## src/rtl/sort_pkg.sv

```systemverilog
// rtl/sort_pkg.sv - shared types and sizing helpers for the in-place RAM sorter
package sort_pkg;

  typedef enum logic [2:0] {
    IDLE,
    RD_A,
    RD_B,
    CMP,
    WR_A,
    WR_B,
    DONE
  } state_t;

  localparam int default_addr_width = 2;
  localparam int default_data_width = 8;

  function automatic int num_entries(input int aw);
    return 1 << aw;
  endfunction

  // N(N-1)/2 swaps always fit in 2*aw bits
  function automatic int swap_count_width(input int aw);
    return 2 * aw;
  endfunction

endpackage

```

## src/rtl/ram_sorter.sv

```systemverilog
// rtl/ram_sorter.sv - bubble sort with early exit over a single-port registered-read RAM
module ram_sorter
  import sort_pkg::*;
#(
  parameter int addr_width = default_addr_width,
  parameter int data_width = default_data_width
) (
  input  logic                          clk,
  input  logic                          rst,
  input  logic                          start,
  output logic                          busy,
  output logic                          done,
  output logic                          ram_we,
  output logic [addr_width-1:0]         ram_addr,
  output logic [data_width-1:0]         ram_din,
  input  logic [data_width-1:0]         ram_dout,
  output logic [swap_count_width(addr_width)-1:0] swap_count
);

  localparam int sc_width = swap_count_width(addr_width);
  localparam logic [addr_width:0]   one_ext = 1;
  localparam logic [addr_width-1:0] one_a   = 1;
  localparam logic [sc_width-1:0]   one_sc  = 1;

  state_t state, state_d;

  logic [addr_width-1:0] i, limit;
  logic [data_width-1:0] a_q, b_q;
  logic                  swapped;

  logic [addr_width:0] i_inc;
  logic                more;
  logic                less;
  logic                swapped_now;
  logic                adv_en;
  state_t              adv_state;

  assign i_inc       = {1'b0, i} + one_ext;
  assign more        = i_inc < {1'b0, limit};
  assign less        = ram_dout < a_q;
  assign swapped_now = swapped | (state == WR_B);
  assign adv_en      = ((state == CMP) && !less) || (state == WR_B);

  always_comb begin
    adv_state = RD_A;
    if (!more && (!swapped_now || limit == one_a)) adv_state = DONE;
  end

  always_ff @(posedge clk or negedge rst) begin
    if (!rst) state <= IDLE;
    else      state <= state_d;
  end

  always_comb begin
    state_d = state;
    case (state)
      IDLE:    if (start) state_d = RD_A;
      RD_A:    state_d = RD_B;
      RD_B:    state_d = CMP;
      CMP:     state_d = less ? WR_A : adv_state;
      WR_A:    state_d = WR_B;
      WR_B:    state_d = adv_state;
      DONE:    state_d = IDLE;
      default: state_d = IDLE;
    endcase
  end

  always_ff @(posedge clk or negedge rst) begin
    if (!rst) begin
      i          <= '0;
      limit      <= '0;
      a_q        <= '0;
      b_q        <= '0;
      swapped    <= 1'b0;
      swap_count <= '0;
    end else begin
      if (state == IDLE && start) begin
        i          <= '0;
        limit      <= '1;
        swapped    <= 1'b0;
        swap_count <= '0;
      end
      if (state == RD_B) a_q <= ram_dout;
      if (state == CMP)  b_q <= ram_dout;
      if (state == WR_B) begin
        swapped    <= 1'b1;
        swap_count <= swap_count + one_sc;
      end
      // a pass that ends while more work remains restarts from the bottom with a shorter limit
      if (adv_en) begin
        if (more) begin
          i <= i_inc[addr_width-1:0];
        end else if (adv_state == RD_A) begin
          i       <= '0;
          limit   <= limit - one_a;
          swapped <= 1'b0;
        end
      end
    end
  end

  assign busy     = (state != IDLE);
  assign done     = (state == DONE);
  assign ram_we   = (state == WR_A) || (state == WR_B);
  assign ram_addr = ((state == RD_B) || (state == WR_B)) ? i_inc[addr_width-1:0] : i;
  assign ram_din  = (state == WR_A) ? b_q : (state == WR_B) ? a_q : '0;

endmodule

```

## config.mk

```make
export PLATFORM = sky130hd
export DESIGN_NAME = ram_sorter
export DESIGN_NICKNAME = d
export VERILOG_FILES = /design/src/rtl/sort_pkg.sv /design/src/rtl/ram_sorter.sv
export SDC_FILE = /design/constraint.sdc
export NUM_CORES = 1
export LEC_CHECK = 0
export BUFFER_PORTS_ARGS = -buffer_cell sky130_fd_sc_hd__buf_4
export CAP_MARGIN = 10
export CORE_MARGIN = 3
export CORE_UTILIZATION = 50
export DETAILED_ROUTE_END_ITERATION = 10
export GPL_TIMING_DRIVEN = 0
export PLACE_DENSITY = 0.78
export SYNTH_ARGS = -nofsm -noshare
export SYNTH_HDL_FRONTEND = slang
export SYNTH_SLANG_ARGS = --single-unit
```

## constraint.sdc

```tcl
create_clock -name clk -period 2.3 [get_ports clk]
set_clock_uncertainty 0.05 [all_clocks]
set_input_delay 0.69 -clock clk [delete_from_list [all_inputs] [get_ports clk]]
set_output_delay 0.69 -clock clk [all_outputs]
set_load 0.01 [all_outputs]
```

### After elaboration in Yosys (flattened, before gate mapping)

Cells that the tools add are included.

* add/subtract/negate cells: 3
* equality and inequality tests: 9
* reductions and logical operators: 13
* bitwise gates (word level): 1
* multiplexer cells: 22
* $lt $le $gt $ge: 2

Operators with widths (number)
* $mux W2: 9
* $pmux W3 S6: 1
* $mux W8: 2
* $eq A3 B3 Y1 const B: 3
* $mux W3: 3
* $lt A8 B8 Y1: 1
* $mux W4: 2
* $eq A3 B1 Y1 const B: 2
* $eq A3 B2 Y1 const B: 2
* $mux W1: 5
* $add A4 B1 Y4 const B: 1
* $logic_or A1 B1 Y1: 4
* $add A2 B1 Y3 const B: 1
* $logic_and A1 B1 Y1: 3
* $logic_not A1 Y1: 3
* $logic_not A3 Y1: 1
* $lt A3 B2 Y1: 1
* $reduce_bool A3 Y1: 1
* $eq A2 B1 Y1 const B: 1
* $ne A2 B2 Y1 const B: 1
* $reduce_bool A2 Y1: 1
* $sub A2 B1 Y2 const B: 1
* $or A1 B1 Y1: 1

* logic and storage cells: 57
* flip-flop bits (word level): 28
* output and inout bits: 17
* input port bits: 11

### Depth between registers and ports, before layout

* word-level depth: 10
* depth in mapped cells: 7
* depth with buffers taken out: 7

### Worst setup path after synthesis

No wires, ideal clock.

* path kind: register -> output
* start point: register state[1]
* end point: output port ram_addr[1]
* path buffers: 2
* setup slack: 0.081 ns
* data arrival time: 1.479 ns
* required time: 1.560 ns
* cell stages (with the launch flop): 7
* cell sequence: dfrtp_1 buf_2 nor2b_1 nor2b_1 clkbuf_1 nor2_1 mux2_2

* word-level cells in the longest chain between the ends: 3
* elaborated cells on any way between the ends: 4
* those cells by class: eq/ne (2); mux (1); reduce/logical (1)

RTL lines
* start, declared: RTL line ram_sorter.sv:25 `state_t state, state_d;`
* start signal, assigned: RTL line ram_sorter.sv:51 `else state <= state_d;`
* $eq A3 B2 Y1 / $eq A3 B3 Y1 (equally long branches): RTL line ram_sorter.sv:105 `assign ram_addr = ((state == RD_B) || (state == WR_B)) ? i_inc[addr_width-1:0] : i;`
* $logic_or A1 B1 Y1 *: RTL line ram_sorter.sv:105
* $mux W2 *: RTL line ram_sorter.sv:105
* end, declared: RTL line ram_sorter.sv:14 `output logic [addr_width-1:0] ram_addr,`

Mark *: on every way between the ends. The rest lies on a longest branch, timed or not.

### Final worst setup path

Ends and elaborated chain as after synthesis.

==> reports/qor.txt <==
Synth top cells by count -> dfrtp_1, nand2_1, o21ai_0
Post-Syn Nets -> 195
Port bufs -> 27
Antenna cells -> 0
Max Cap Viol -> 0
P&R area growth vs syn -> 35.2%
Gr usage total -> 0.193
Failing checks -> negative setup slack
Levels on crit path -> 5
Worst-margin pin slew -> 0.561 ns
CP arrival -> 1.64 ns
Worst path buffer plus inverter count -> 2
Placeable Area -> 3100 um^2
CP max stage delay -> 0.42 ns
Post-Synthesis Cells -> 173
Layout Cells excl Fill -> 261
Hold buffers post-CTS -> 0
Clk root buf -> clkbuf_4
Tmin final -> 2.38 ns
Vias in the first global route -> 1382
Crit share post-route -> 1.04
Flops & latches, synth -> 28
CTS buffer count -> 3
Sequential-to-total area share from yosys stat -> 0.424
Final setup violating endpoints -> 2
Pre-antenna DRT Iters -> 4
FF-to-FF setup slack -> 0.06 ns
First-pass GRT wire length -> 6210 um
Hold WS -> 0.198 ns
Vias/cell -> 5.46
Synth area leader -> dfrtp_1
EDFF count, synth -> 0
Clock Sinks -> 28
Fmax -> 419 MHz
Cell Chain, Critical Path -> buf_4, and3b_2, nor2_4, mux2_4, buf_6
Clk buf depth -> 2
Setup ws final -> -0.0849 ns
Clock Latency Late Sink -> 0.33 ns
Synth top area cells -> dfrtp_1, ha_1, mux2_2, mux2i_1, o21ai_0
Share of cells above drive strength 1 -> 0.406
Predominant post-synthesis flop cell -> dfrtp_1
Routed vias -> 1425
RePlAce Congestion -> 0.848
Yosys cell types -> 37
Setup Slack @ Placement -> -0.252 ns
H-tree depth -> 1
Fin nets -> 240
Post-DP HPWL -> 2610 um
Most frequent cell after synthesis -> dfrtp_1
Startpoint types -> flop
Pwr dens -> 1380 nW/um^2
Pwr Total -> 3090 uW
Site Rows -> 20
Drt wl/cell -> 15.0 um
IR drop worst, VDD -> 0.654 mV
Synth top area share -> 0.424
CTS tree -> built
Required @ worst endpoint -> 1.56 ns
Die Area -> 4030 um^2
Critical path type -> flop to output port
Initial antenna violation count -> 0
Crit. End Element -> output port
Mapped cell area -> 1650 um^2
Synth Warn # -> 0
Mean Syn Cell Area -> 9.55 um^2
Die Ht -> 63.5 um
Clock-pin slew on the worst setup and hold paths -> 0.15 ns
Final ANT Viol Nets -> 0
Reg2reg path depth -> 6
CP top delay family -> flip-flops
Starting Density -> 0.533
Gr ovfl total -> 0
Hold Crit Class -> input pin to async pin
Largest net degree at the start of global routing -> 29
CP max stage cell -> dfrtp_1
Unrepaired setup endpoints after global routing -> true
Placed Cells incl. Taps -> 244
Final Hold Viols -> 0
Max-slew headroom at the worst pin -> 0.626
Die W -> 63.5 um
Maximum fanout along the worst path -> 3
Status -> finished with violations
Leak Pwr -> 0.00110 uW
Detailed Route WL -> 3910 um
Fraction of registers with async set/reset -> 1.00
Final Max Slew Viols -> 0
DR iter-0 viols -> 88
DRC -> 0
I/O pin cnt -> 28
routing by layer:
layer | track usage | up-vias | routed length (um)
li1 | - | 690 | -
met1 | 0.257 | 702 | 1760
met2 | 0.329 | 31 | 2000
met3 | 0.0178 | 2 | 129
met4 | 0.0647 | 0 | 21
met5 | 0 | - | 0
registers in the layout (all words and copies together) (netlist names):
register    cells
a_q             8
limit           2
swap_count      4
i               2
swapped         1
state           3
b_q             8
worst reg2reg max path, stage by stage, from the launching register on:
cell and delay, ns:
dfrtp_2 0.47, fa_1 0.56, nor2b_2 0.19, a21oi_2 0.12
or2_4 0.30, a221oi_4 0.31, a22o_1 0.19
cell type report:
cell class / count / area (um^2)
repair buffers: 42 / 340
fillers: 239 / 868
clock buffers: 4 / 36.3
inverters: 14 / 55.1
multi-input cells: 122 / 971
flip-flops and latches: 28 / 703
plain buffers: 7 / 73.8
well taps: 44 / 55.1
per-stage QoR:
step | instance area, um^2 | setup TNS [ns] | utilization
2_1_floorplan | 1650 | 0 | -
3_3_place_gp | 1910 | -0.648 | 0.616
3_5_place_dp | 1910 | -0.830 | 0.616
4_1_cts | 2080 | -0.413 | 0.670
5_1_grt | 2230 | -0.716 | 0.720
6_report | 2230 | -0.159 | 0.720
worst paths after layout:
| kind | end | start |
|---|---|---|
| max reg2reg | i[0] | i[0] |
| max in group asynchronous | i[0] | rst |
| min | swap_count[3] | rst |
| max | ram_addr[1] | state[1] |
| min reg2reg | b_q[7] | b_q[7] |
| min in group clk | b_q[7] | b_q[7] |
power by group:
part / switching, uW / total, uW / internal, uW
clock: 149 / 246 / 96.9
combinational: 938 / 1950 / 1020
sequential: 172 / 888 / 716
total: 1260 / 3090 / 1830
placed cells by master (no fill, tap or decap), drive strengths merged, types with 3 or more instances in the layout:
cell / instances
inv: 14
nor2b: 4
clkbuf: 7
mux2: 10
nor3: 3
nand2: 18
ha: 10
dfrtp: 28
nor2: 15
o21ai: 17
nand2b: 3
a21oi: 7
mux2i: 10
buf: 46
kinds of logic (layout without fill, tap and decap cells):
| family | count (synthesis) | in the layout | share of synthesized area |
|---|---|---|---|
| multiplexers | 20 | 20 | 0.129 |
| flip-flops | 28 | 28 | 0.424 |
| XOR/XNOR | 2 | 2 | 0.0106 |
| buffers and inverters | 23 | 67 | 0.0553 |
| AND/OR/NAND/NOR | 51 | 51 | 0.144 |
| adder cells (fa/ha/maj) | 11 | 11 | 0.0878 |
| AO/OA/AOI/OAI | 38 | 38 | 0.150 |
repair_timing:
action,in CTS,in global routing
endpoints found under the setup margin,13,14
buffers inserted,7,7
endpoints found under the hold margin,0,0
gates cloned,0,2
pin swaps,1,1
resized for setup,26,23
Note: power is estimated with default switching activity, not from simulation.
